## config.mk

```make
export PLATFORM = sky130hd
export DESIGN_NAME = m_iter_unit
export DESIGN_NICKNAME = d
export VERILOG_FILES = /design/src/rtl/m_iter_unit.sv
export SDC_FILE = /design/constraint.sdc
export NUM_CORES = 1
export LEC_CHECK = 0
export BUFFER_PORTS_ARGS = -buffer_cell sky130_fd_sc_hd__buf_4
export CORE_ASPECT_RATIO = 1.4
export CORE_MARGIN = 2
export CORE_UTILIZATION = 31
export CTS_CLUSTER_DIAMETER = 120
export DETAILED_ROUTE_END_ITERATION = 8
export GPL_TIMING_DRIVEN = 0
export HOLD_SLACK_MARGIN = 0.15
export SYNTH_ARGS = -nofsm -noshare
export SYNTH_HDL_FRONTEND = slang
export SYNTH_SLANG_ARGS = --single-unit
```

## constraint.sdc

```tcl
create_clock -name clk -period 16.8 [get_ports clk]
set_clock_uncertainty 0.15 [all_clocks]
set_input_delay 1.68 -clock clk [delete_from_list [all_inputs] [get_ports clk]]
set_output_delay 1.68 -clock clk [all_outputs]
set_load 0.03 [all_outputs]
```

## src/rtl/m_iter_unit.sv

```systemverilog
// Iterative RISC-V M-extension unit: MUL/MULH/MULHSU/MULHU/DIV/DIVU/REM/REMU.
// Retires BITS_PER_CYCLE bits per cycle. Divide special cases finish in one cycle.
module m_iter_unit #(
    parameter int XLEN           = 32,
    parameter int BITS_PER_CYCLE = 1
) (
    input  logic            clk,
    input  logic            rst,
    input  logic            start,
    input  logic [2:0]      op,
    input  logic [XLEN-1:0] a,
    input  logic [XLEN-1:0] b,
    input  logic            hold,
    input  logic            flush,
    output logic            stallreq,
    output logic            busy,
    output logic            result_valid,
    output logic [XLEN-1:0] result
);

    localparam int ITER  = XLEN / BITS_PER_CYCLE;
    localparam int CNT_W = $clog2(ITER + 1);

    typedef enum logic [1:0] {
        IDLE,
        CALC,
        DONE
    } state_t;

    state_t          state, state_nx;
    logic [CNT_W-1:0] cnt;
    logic [XLEN-1:0] hi_q, lo_q, opnd_q;
    logic [2:0]      op_q;
    logic            neg_q;

    function automatic logic [XLEN-1:0] neg_if(input logic [XLEN-1:0] v, input logic n);
        return n ? -v : v;
    endfunction

    function automatic logic [XLEN-1:0] mul_pick(input logic [2*XLEN-1:0] p, input logic n,
                                                 input logic take_hi);
        logic [2*XLEN-1:0] s;
        s = n ? -p : p;
        return take_hi ? s[2*XLEN-1:XLEN] : s[XLEN-1:0];
    endfunction

    // Divide by zero: quotient all-ones, remainder = a. Signed overflow: quotient = a, remainder 0.
    function automatic logic [XLEN-1:0] special_value(input logic is_rem, input logic b_zero,
                                                      input logic [XLEN-1:0] dividend);
        if (b_zero)
            return is_rem ? dividend : {XLEN{1'b1}};
        return is_rem ? {XLEN{1'b0}} : dividend;
    endfunction

    logic signed [XLEN-1:0] a_s, b_s;
    logic                   a_sgn, b_sgn, a_neg, b_neg, neg_in;
    logic [XLEN-1:0]        mag_a, mag_b;
    logic                   accept, special, b_zero, last_iter;

    assign a_s = $signed(a);
    assign b_s = $signed(b);

    always_comb begin
        if (op[2]) begin
            a_sgn = !op[0];
            b_sgn = !op[0];
        end else begin
            a_sgn = (op[1:0] != 2'b11);
            b_sgn = !op[1];
        end
        a_neg  = a_sgn && (a_s < 0);
        b_neg  = b_sgn && (b_s < 0);
        mag_a  = neg_if(a, a_neg);
        mag_b  = neg_if(b, b_neg);
        // Remainder follows the dividend; everything else follows the product of signs.
        neg_in = (op[2] && op[1]) ? a_neg : (a_neg ^ b_neg);
    end

    assign b_zero    = (b == '0);
    assign special   = op[2] && (b_zero ||
                       (!op[0] && (a == {1'b1, {(XLEN-1){1'b0}}}) && (b == {XLEN{1'b1}})));
    assign accept    = (state == IDLE) && start && !flush;
    assign last_iter = (state == CALC) && (cnt == CNT_W'(1));

    // One iteration = BITS_PER_CYCLE radix-2 shift-add or restoring-subtract steps.
    logic [XLEN-1:0] hi_nx, lo_nx;
    logic [XLEN:0]   mac, rsh;

    always_comb begin
        hi_nx = hi_q;
        lo_nx = lo_q;
        mac   = '0;
        rsh   = '0;
        for (int i = 0; i < BITS_PER_CYCLE; i++) begin
            if (op_q[2]) begin
                rsh   = {hi_nx, lo_nx[XLEN-1]};
                if (rsh >= {1'b0, opnd_q}) begin
                    hi_nx = XLEN'(rsh - {1'b0, opnd_q});
                    lo_nx = {lo_nx[XLEN-2:0], 1'b1};
                end else begin
                    hi_nx = rsh[XLEN-1:0];
                    lo_nx = {lo_nx[XLEN-2:0], 1'b0};
                end
            end else begin
                mac            = {1'b0, hi_nx} + (lo_nx[0] ? {1'b0, opnd_q} : {(XLEN+1){1'b0}});
                {hi_nx, lo_nx} = {mac, lo_nx[XLEN-1:1]};
            end
        end
    end

    logic [XLEN-1:0] calc_res;

    always_comb begin
        if (op_q[2])
            calc_res = op_q[1] ? neg_if(hi_nx, neg_q) : neg_if(lo_nx, neg_q);
        else
            calc_res = mul_pick({hi_nx, lo_nx}, neg_q, op_q[1:0] != 2'b00);
    end

    always_comb begin
        state_nx     = state;
        stallreq     = 1'b0;
        busy         = (state != IDLE);
        result_valid = (state == DONE);
        unique case (state)
            IDLE: begin
                stallreq = start && !flush;
                if (accept)
                    state_nx = special ? DONE : CALC;
            end
            CALC: begin
                stallreq = 1'b1;
                if (last_iter)
                    state_nx = DONE;
            end
            DONE: begin
                if (!hold)
                    state_nx = IDLE;
            end
            default: state_nx = IDLE;
        endcase
        if (flush)
            state_nx = IDLE;
    end

    always_ff @(posedge clk or posedge rst) begin
        if (rst)
            state <= IDLE;
        else
            state <= state_nx;
    end

    // Datapath: a flush suppresses every register update, including the result.
    always_ff @(posedge clk or posedge rst) begin
        if (rst) begin
            cnt    <= '0;
            hi_q   <= '0;
            lo_q   <= '0;
            opnd_q <= '0;
            op_q   <= '0;
            neg_q  <= 1'b0;
            result <= '0;
        end else if (!flush) begin
            if (accept) begin
                if (special) begin
                    result <= special_value(op[1], b_zero, a);
                end else begin
                    hi_q   <= '0;
                    lo_q   <= mag_a;
                    opnd_q <= mag_b;
                    op_q   <= op;
                    neg_q  <= neg_in;
                    cnt    <= CNT_W'(ITER);
                end
            end else if (state == CALC) begin
                hi_q <= hi_nx;
                lo_q <= lo_nx;
                cnt  <= cnt - CNT_W'(1);
                if (last_iter)
                    result <= calc_res;
            end
        end
    end

endmodule

```

# Yosys cells after proc, flatten, opt, wreduce, memory -nomap -nowiden
# Cells that the tools add are included.
dict set report op_classes {
  shifts 0
  addsub 8
  reduce_logical 24
  n_mux 44
  eq_ne 11
  bitwise 3
  div_mod_pow 0
  order_cmp 3
  mul 0
}
# op count
set ops {}
lappend ops {{$mux W32} 25}
lappend ops {{$neg A32 Y32} 4}
lappend ops {{$eq A32 B32 Y1 const B} 2}
lappend ops {{$lt A32 B1 Y1 const B} 2}
lappend ops {{$mux W64} 1}
lappend ops {{$neg A64 Y64} 1}
lappend ops {{$add A32 B32 Y33} 1}
lappend ops {{$ge A33 B32 Y1} 1}
lappend ops {{$logic_not A32 Y1} 1}
lappend ops {{$sub A32 B32 Y32} 1}
lappend ops {{$mux W6} 3}
lappend ops {{$logic_and A1 B1 Y1} 10}
lappend ops {{$mux W2} 5}
lappend ops {{$ne A3 B3 Y1 const B} 3}
lappend ops {{$reduce_and A3 Y1} 3}
lappend ops {{$mux W1} 8}
lappend ops {{$reduce_bool A2 Y1} 4}
lappend ops {{$eq A6 B1 Y1 const B} 1}
lappend ops {{$pmux W2 S3} 1}
lappend ops {{$sub A6 B1 Y6 const B} 1}
lappend ops {{$ne A2 B2 Y1 const B} 2}
lappend ops {{$reduce_and A4 Y1} 1}
lappend ops {{$logic_not A1 Y1} 3}
lappend ops {{$eq A2 B1 Y1 const B} 1}
lappend ops {{7 further kinds} 8}
dict set report totals {
  in_bits 72
  word_cells 101
  latch_bits 0
  regBits 140
  ramBits 0
  rom_bits 0
  mem_count 0
}

# Logic depth before layout (Yosys ltp)
# Gate-level depths: netlist of the first run.
dict set report logic_depth {
  word_depth 11
  depth_mapped 24
  ltp_nobuf 20
}

# Worst setup path before layout of the first run
# No wires, ideal clock.
dict set report synth_timing {
  path_type {flip-flop to flip-flop}
  from {register op_q[2]}
  to {register result[10]}
  stages_incl_launch_ff 21
  required_ps 16551
  slack_ps 11412
  arrival_time_ps 5138
  setup_time_ps 99
  path_buffers 7
  synth_period_minus_slack_ps 5388
  cell_sequence {dfrtp_1 > buf_2 > clkbuf_1 > buf_2 > clkbuf_1 > buf_1 > clkbuf_1 > mux2_2 > inv_1 > ha_1 > o211ai_1 > nor4_1 > nand3_1 > or2_2 > or4_1 > clkbuf_1 > nand2_1 > o21ai_0 > a221oi_1 > a221oi_1 > a311oi_1}
}
dict set report synth_between {
  elab_chain_len 8
}
# item line
set synth_lines {}
lappend synth_lines {{start: declaration} 33} ;# logic [2:0] op_q;
lappend synth_lines {{start signal: assignment} 171} ;# op_q <= op;
lappend synth_lines {{$mux W32} 95} ;# if (op_q[2]) begin
lappend synth_lines {{$neg A64 Y64 or $neg A32 Y32 (tied branches)} {43, 37}}
lappend synth_lines {{$mux W64 or $mux W32 (tied branches)} {43, 37}}
lappend synth_lines {{$mux W32 (on tied branches)} {44, 115}}
lappend synth_lines {{$mux W32 *} 114} ;# if (op_q[2])
lappend synth_lines {{$mux W32 *} 179} ;# if (last_iter)
lappend synth_lines {{$mux W32 *} 175} ;# end else if (state == CALC) begin
lappend synth_lines {{$mux W32 *} 164} ;# if (accept) begin
lappend synth_lines {{end signal: assignment} 166} ;# result <= special_value(op[1], b_zero, a);
lappend synth_lines {{end signal: assignment} 180} ;# result <= calc_res;
lappend synth_lines {{end: declaration} 18} ;# output logic [XLEN-1:0] result
# Every way passes the cells marked *; elsewhere a longest branch is shown, timed or not. The select of a mux whose other input is x is not followed.
# A chain may end at the register's enable or synchronous reset.

# Worst setup path after layout of the first run
dict set report layout_timing {
  from {register op_q[2]}
  to {register result[0]}
}
# Same word-level chain as after synthesis.

==> results of run 1 <==
==> per-stage QoR <==
step	utilization (%)	area [um2]	cells
2_1_floorplan	-	15700	2078
3_3_place_gp	34.5	17300	2826
3_5_place_dp	34.7	17300	2829
4_1_cts	35.9	17900	2859
5_1_grt	35.9	17900	2859
6_report	35.9	17900	2859
==> where the power goes <==
part	leakage, uW	internal (uW)	total, uW	switching, uW
Sequential	0.00177	454	620	166
Clock	0.000289	246	421	174
Combinational	0.00518	880	2880	2000
==> layout make-up <==
cell class | count | area, um2
timing repair buffer | 108 | 831
sequential | 140 | 3500
tap | 643 | 805
clock inverter | 11 | 171
inverter | 74 | 283
fill | 5404 | 32100
clock buffer | 19 | 433
buffer | 132 | 549
multi-input combinational | 1732 | 11400
==> registers in the layout, summed over array words and instances, names as in the netlist <==
name,flops
op_q,3
neg_q,1
state,2
lo_q,32
cnt,6
hi_q,32
result,32
opnd_q,32
==> cell usage after synthesis (10+ instances only) <==
| master | n | area (um2) |
|---|---|---|
| inv_1 | 72 | 270 |
| a221o_1 | 13 | 130 |
| ha_1 | 71 | 888 |
| o41ai_1 | 12 | 105 |
| dfrtp_1 | 140 | 3500 |
| nand3_1 | 36 | 180 |
| a211oi_1 | 25 | 188 |
| nor3_1 | 71 | 355 |
| xnor2_1 | 83 | 727 |
| o211ai_1 | 33 | 248 |
| or4_1 | 12 | 90.1 |
| mux2i_1 | 36 | 360 |
| nand2_1 | 223 | 837 |
| buf_2 | 29 | 145 |
| a221oi_1 | 12 | 105 |
| and3_1 | 17 | 106 |
| o21a_1 | 12 | 90.1 |
| or3_1 | 29 | 181 |
| nand4_1 | 38 | 238 |
| a21o_1 | 31 | 233 |
| nor4_1 | 24 | 150 |
| clkbuf_1 | 91 | 342 |
| xor2_1 | 65 | 569 |
| a31oi_1 | 24 | 150 |
| or2_2 | 10 | 62.6 |
| nor2_1 | 157 | 589 |
| nand2b_1 | 21 | 131 |
| nor2b_1 | 11 | 68.8 |
| and2_1 | 46 | 288 |
| mux2_2 | 19 | 214 |
| o31ai_1 | 48 | 360 |
| a21oi_1 | 163 | 816 |
| a32o_1 | 23 | 230 |
| o21ai_0 | 168 | 841 |
| o221ai_1 | 22 | 193 |
==> kinds of logic after synthesis <==
logic type                 count (synthesis)  synth area share, %
buffers and inverters                    206                 5.27
AOI/OAI and AO/OA                        717                 31.1
xor gates and xnor gates                 148                 8.27
and+or+nand+nor                          736                 23.3
adders and majority gates                 76                 6.11
muxes                                     55                 3.66
DFF                                      140                 22.3
==> routing by layer <==
| layer | up-vias | wire length (um) |
|---|---|---|
| met5 | - | 13 |
| met4 | 2 | 10100 |
| met3 | 384 | 5010 |
| met2 | 906 | 42100 |
| met1 | 8873 | 30500 |
| li1 | 8052 | - |
==> placed cells by master, fill, tap and decap left out, types with 38 or more instances in the layout <==
cell type  instances
nand2_1          223
o21ai_0          168
a21oi_1          163
nor2_1           157
dfrtp_1          140
buf_4            109
clkbuf_1          93
xnor2_1           83
inv_1             71
nor3_1            71
ha_1              71
xor2_1            65
o31ai_1           48
and2_1            46
nand4_1           38
==> worst paths after layout <==
check | start | endpoint | cells past startpoint
worst max-delay path | op_q[2] | result[0] | 20
worst min-delay path | result[2] | result[2] | 2
worst max register to register | op_q[2] | result[0] | 20
worst min register to register | result[2] | result[2] | 2
max in group asynchronous | rst | hi_q[8] | 3
min in group asynchronous | rst | lo_q[6] | 2
==> tightest hold or removal path, delay by kind of cell, from the launching register on <==
kind / cells / cell delay (ps)
AOI/OAI and AO/OA: 1 / 60
and+or+nand+nor: 1 / 50
DFF: 1 / 350
==> results.tsv, run 1 <==
stage	metric	value	unit
run_status	status	finished clean	
clocking	htree_levels	4	
yosys	synth-edff-count	0	
layout	layout-drive-gt1-share	10.8	%
yosys	synth_cell_types	96	
yosys	seq_area_frac_synth	22.3	%
layout	diodes	0	
global_routing	grt_pass1_vias	18062	
setup_path	r2r_slack	7920	ps
clocking	cts_root_buffer	clkbuf_16	
layout	syn_to_final_growth	14.4	%
pwr	power	3920	uW
sta	max_freq	113	MHz
die	rows	97	
global_routing	track_usage	32.9	%
drt	drt_first_pass_iters	5	
setup_path	critPathSlowestCell	nor4_1	
clocking	numCtsBuffers	17	
clocking	post_cts_buffers	0	
setup_path	cp_num_buf_inv	8	
die	core_area	50000	um2
setup_path	critical_path.top_delay_family	buffers and inverters	
setup_path	cp_data_arrival_time	9060	ps
drt	num_vias	18217	
global_routing	globalRoute.totalOverflow	0	
sta	final_hold_viol_count	0	
yosys	synthCells	2078	
placement	port_buffers	105	
setup_path	slowest_delay	990	ps
sta	worst_slack	7920	ps
clocking	clkSinkCount	140	
global_routing	grt_max_degree	93	
clocking	cts_tree	yes	
setup_path	crit_fanout	10	
global_routing	grtUsageMet1	33.7	%
setup_path	cp-start-kind	register	
setup_path	crit_type	register to register	
clocking	post_cts_resize_count	0	
drt	wire_per_inst	30.7	um
yosys	synth-main-ff-cell	dfrtp_1	
yosys	synthArstFlopShare	100	%
sta	slew_headroom	6.61	%
pwr	ir_worst_vdd	0.114	mV
die	ioPinCount	107	
yosys	synth_warnings	0	
sta	rsz0062_at_grt	no	
die	dieWidth	194	um
setup_path	end_kind	register	
die	die_h	270	um
placement	gp_congestion	1.05	
setup_path	critical_path.cell_chain	buf_2, clkbuf_1, buf_2, clkbuf_1, buf_1, clkbuf_1, mux2_2, inv_1, ha_1, o211ai_1, nor4_1, nand3_1, or2_2, or4_1, clkbuf_1, nand2_1, xnor2_1, a211oi_1, nor3_1, o31ai_1	
clocking	clk_pin_slew	70	ps
global_routing	met3_usage	5.22	%
drt	final_antenna_net_count	0	
yosys	avgSynthCellArea	7.55	um2
sta	setup_viol	0	
drt	wl	87.8	mm
clocking	clkLatencyLatePin	480	ps
sta	hold_slack	335	ps
yosys	synth_area	15700	um2
setup_path	critical_path_required	16980	ps
sta	tightest_slew	1390	ps
sta	final.period_utilization	52.9	%
drt	drtIter0Drc	1790	
yosys	synth_nets	2223	
layout	nets	2350	
die	initial_core_util	31.4	%
pwr	powerDensity	218	nW/um2
global_routing	grt_pass1_wl	125	mm
global_routing	use_met2	56.6	%
sta	fin_tns_setup	0	ps
sta	finalMaxSlewViolations	0	
global_routing	top_usage_layer	met2	
min_path	hold_path_class	register to register	
drt	vias_per_cell	6.37	
clocking	clk_path_buf_depth	2	
placement	pre_cts_ws	8230	ps
drt	drc	0	
die	dieArea	52400	um2
yosys	ys_ff_latch	140	
setup_path	cpMostUsedCell	clkbuf_1	
sta	period_needed	8880	ps
placement	hpwl	70.5	mm
pwr	p_leak	0.00724	uW
run	maxCapViolCount	0	
clocking	ctsHoldBuffers	0	
global_routing	antenna_found_initial	2	
No activity file was read; power rests on OpenSTA's default activity.
==> run 2: changes to the inputs <==
==> constraint.sdc (replaced) <==
create_clock -name clk -period 7.53 [get_ports clk]
set_clock_uncertainty 0.15 [all_clocks]
set_input_delay 0.753 -clock clk [delete_from_list [all_inputs] [get_ports clk]]
set_output_delay 0.753 -clock clk [all_outputs]
set_load 0.03 [all_outputs]
==> run 2 against run 1 <==
Effect of this change:
- highest routed layer unchanged
- critical endpoint unchanged
- critical path depth unchanged
- largest cell class unchanged
- worst setup slack worse by 7600 ps
- critical path type unchanged
- routed wire length down 0.18%
==> results.tsv, run 2 (synthesis results as in run 1) <==
stage	metric	value	unit	change
global_routing	grt_pass1_wl	125	mm	-0.15%
clocking	clkLatencyLatePin	480	ps	about the same
run_status	status	finished clean		
setup_path	cp_num_buf_inv	2		-6
sta	slew_headroom	4.88	%	-1.7 points
placement	hpwl	70.5	mm	unchanged
setup_path	slowest_delay	690	ps	-300 ps
clocking	clk_path_buf_depth	2		unchanged
clocking	numCtsBuffers	17		unchanged
clocking	clkSinkCount	140		unchanged
clocking	ctsHoldBuffers	0		unchanged
placement	gp_congestion	1.05		unchanged
sta	fin_tns_setup	0	ps	unchanged
layout	diodes	0		unchanged
setup_path	critical_path.cell_chain	ha_1, a21oi_1, o21ai_0, a221o_1, o21ai_4, buf_2, a21oi_1, a21oi_1, ha_1, o211ai_1, nor4_2, nand3_1, or2_2, or4_1, clkbuf_1, nand2_1, xnor2_1, a211oi_1, nor3_1, o31ai_1		
sta	setup_viol	0		unchanged
run	maxCapViolCount	0		unchanged
drt	drc	0		unchanged
setup_path	crit_fanout	10		unchanged
layout	syn_to_final_growth	14.4	%	unchanged
sta	period_needed	7180	ps	-1700 ps
pwr	p_leak	0.00724	uW	about the same
clocking	clk_pin_slew	60	ps	about the same
sta	rsz0062_at_grt	no		
sta	final_hold_viol_count	0		unchanged
die	dieArea	52400	um2	unchanged
pwr	ir_worst_vdd	0.257	mV	+130%
sta	finalMaxSlewViolations	0		unchanged
sta	tightest_slew	1430	ps	+36.7 ps
layout	layout-drive-gt1-share	10.9	%	+0.10 points
drt	wire_per_inst	30.7	um	-0.11%
setup_path	cp-start-kind	register		
layout	final_area	17900	um2	unchanged
die	ioPinCount	107		unchanged
die	dieWidth	194	um	unchanged
global_routing	grt_pass1_vias	18064		+0.011%
drt	final_antenna_net_count	0		unchanged
global_routing	antenna_found_initial	2		unchanged
drt	drtIter0Drc	1820		+1.7%
drt	vias_per_cell	6.41		+0.59%
setup_path	cpMostUsedCell	a21oi_1		
min_path	hold_path_class	primary input to asynchronous set/reset pin		
die	initial_core_util	31.4	%	unchanged
clocking	cts_root_buffer	clkbuf_16		
placement	port_buffers	105		unchanged
global_routing	grt_max_degree	93		unchanged
pwr	powerDensity	487	nW/um2	+120%
layout	final_common_cell	nand2_1		
layout	nFillCells	5404		unchanged
layout	nets	2348		-0.085%
placement	dpl_cell_area	17300	um2	unchanged
setup_path	critical_path_required	7710	ps	-9270 ps
clocking	cts_tree	yes		
die	core_area	50000	um2	unchanged
clocking	post_cts_buffers	0		unchanged
pwr	power	8750	uW	+120%
sta	max_freq	139	MHz	+24%
setup_path	crit_type	register to register		
sta	final.period_utilization	95.4	%	+43 points
setup_path	critical_path.top_delay_family	simple AND/OR/NAND/NOR gates		
drt	wl	87.6	mm	-0.18%
global_routing	globalRoute.totalOverflow	0		unchanged
drt	drt_first_pass_iters	6		+1
sta	hold_slack	154	ps	-181 ps
setup_path	critPathSlowestCell	nor4_2		
drt	num_vias	18312		+0.52%
setup_path	end_kind	register		
setup_path	cp_data_arrival_time	7360	ps	-1700 ps
clocking	htree_levels	4		unchanged
die	die_h	270	um	unchanged
layout	most-common-layout-cells	nand2_1, o21ai_0, a21oi_1		
die	rows	97		unchanged
global_routing	track_usage	32.8	%	-0.058 points
-- run 2: repair_timing --
action                                  4_1_cts  5_1_grt
endpoints found under the setup margin       14        5
gates cloned                                  0        0
resized for setup                             2        0
-- run 2: final cells by class --
cell class	instances	area (um2)	area share, %
Buffer	130	543	3.03
Clock buffer	19	433	2.41
Clock inverter	11	171	0.955
Inverter	74	283	1.58
Multi-Input combinational cell	1732	11400	63.4
Sequential cell	140	3500	19.5
Tap cell	643	805	4.48
Timing Repair Buffer	108	831	4.63
-- run 2: per-layer routing --
metal  up-vias  part of all wire [%]  GRT usage (%)
met5         -                 0.018              0
met4         2                    11           31.5
met3       360                   6.3           5.34
met2       962                    48           56.4
met1      8942                    34           33.6
li1       8046                     -              -
-- run 2: power breakdown --
group	leakage (uW)	total (uW)	switching (uW)	internal, uW
clock	0.000289	941	391	550
combinational	0.00518	6420	4460	1960
sequential	0.00177	1380	372	1010
total	0.00724	8750	5220	3520
-- run 2: per-stage QoR --
stage                     utilization (%)  instances  worst slack, ps
after global routing                 35.9       2857              119
after global placement               34.5       2826            -1090
after floorplan                         -       2078             2140
after CTS                            35.9       2858             10.5
after detailed placement             34.7       2829            -1040
final                                35.9       2857              348
-- run 2: worst paths after layout --
kind,startpoint,slack (ps),to,depth (start not counted)
worst max-delay path,hi_q[15],350,result[0],20
worst min-delay path,rst,150,lo_q[6],2
worst max register to register,hi_q[15],350,result[0],20
worst min register to register,result[2],330,result[2],2
max in group asynchronous,rst,6180,hi_q[11],3
min in group clk,flush,290,state[1],2
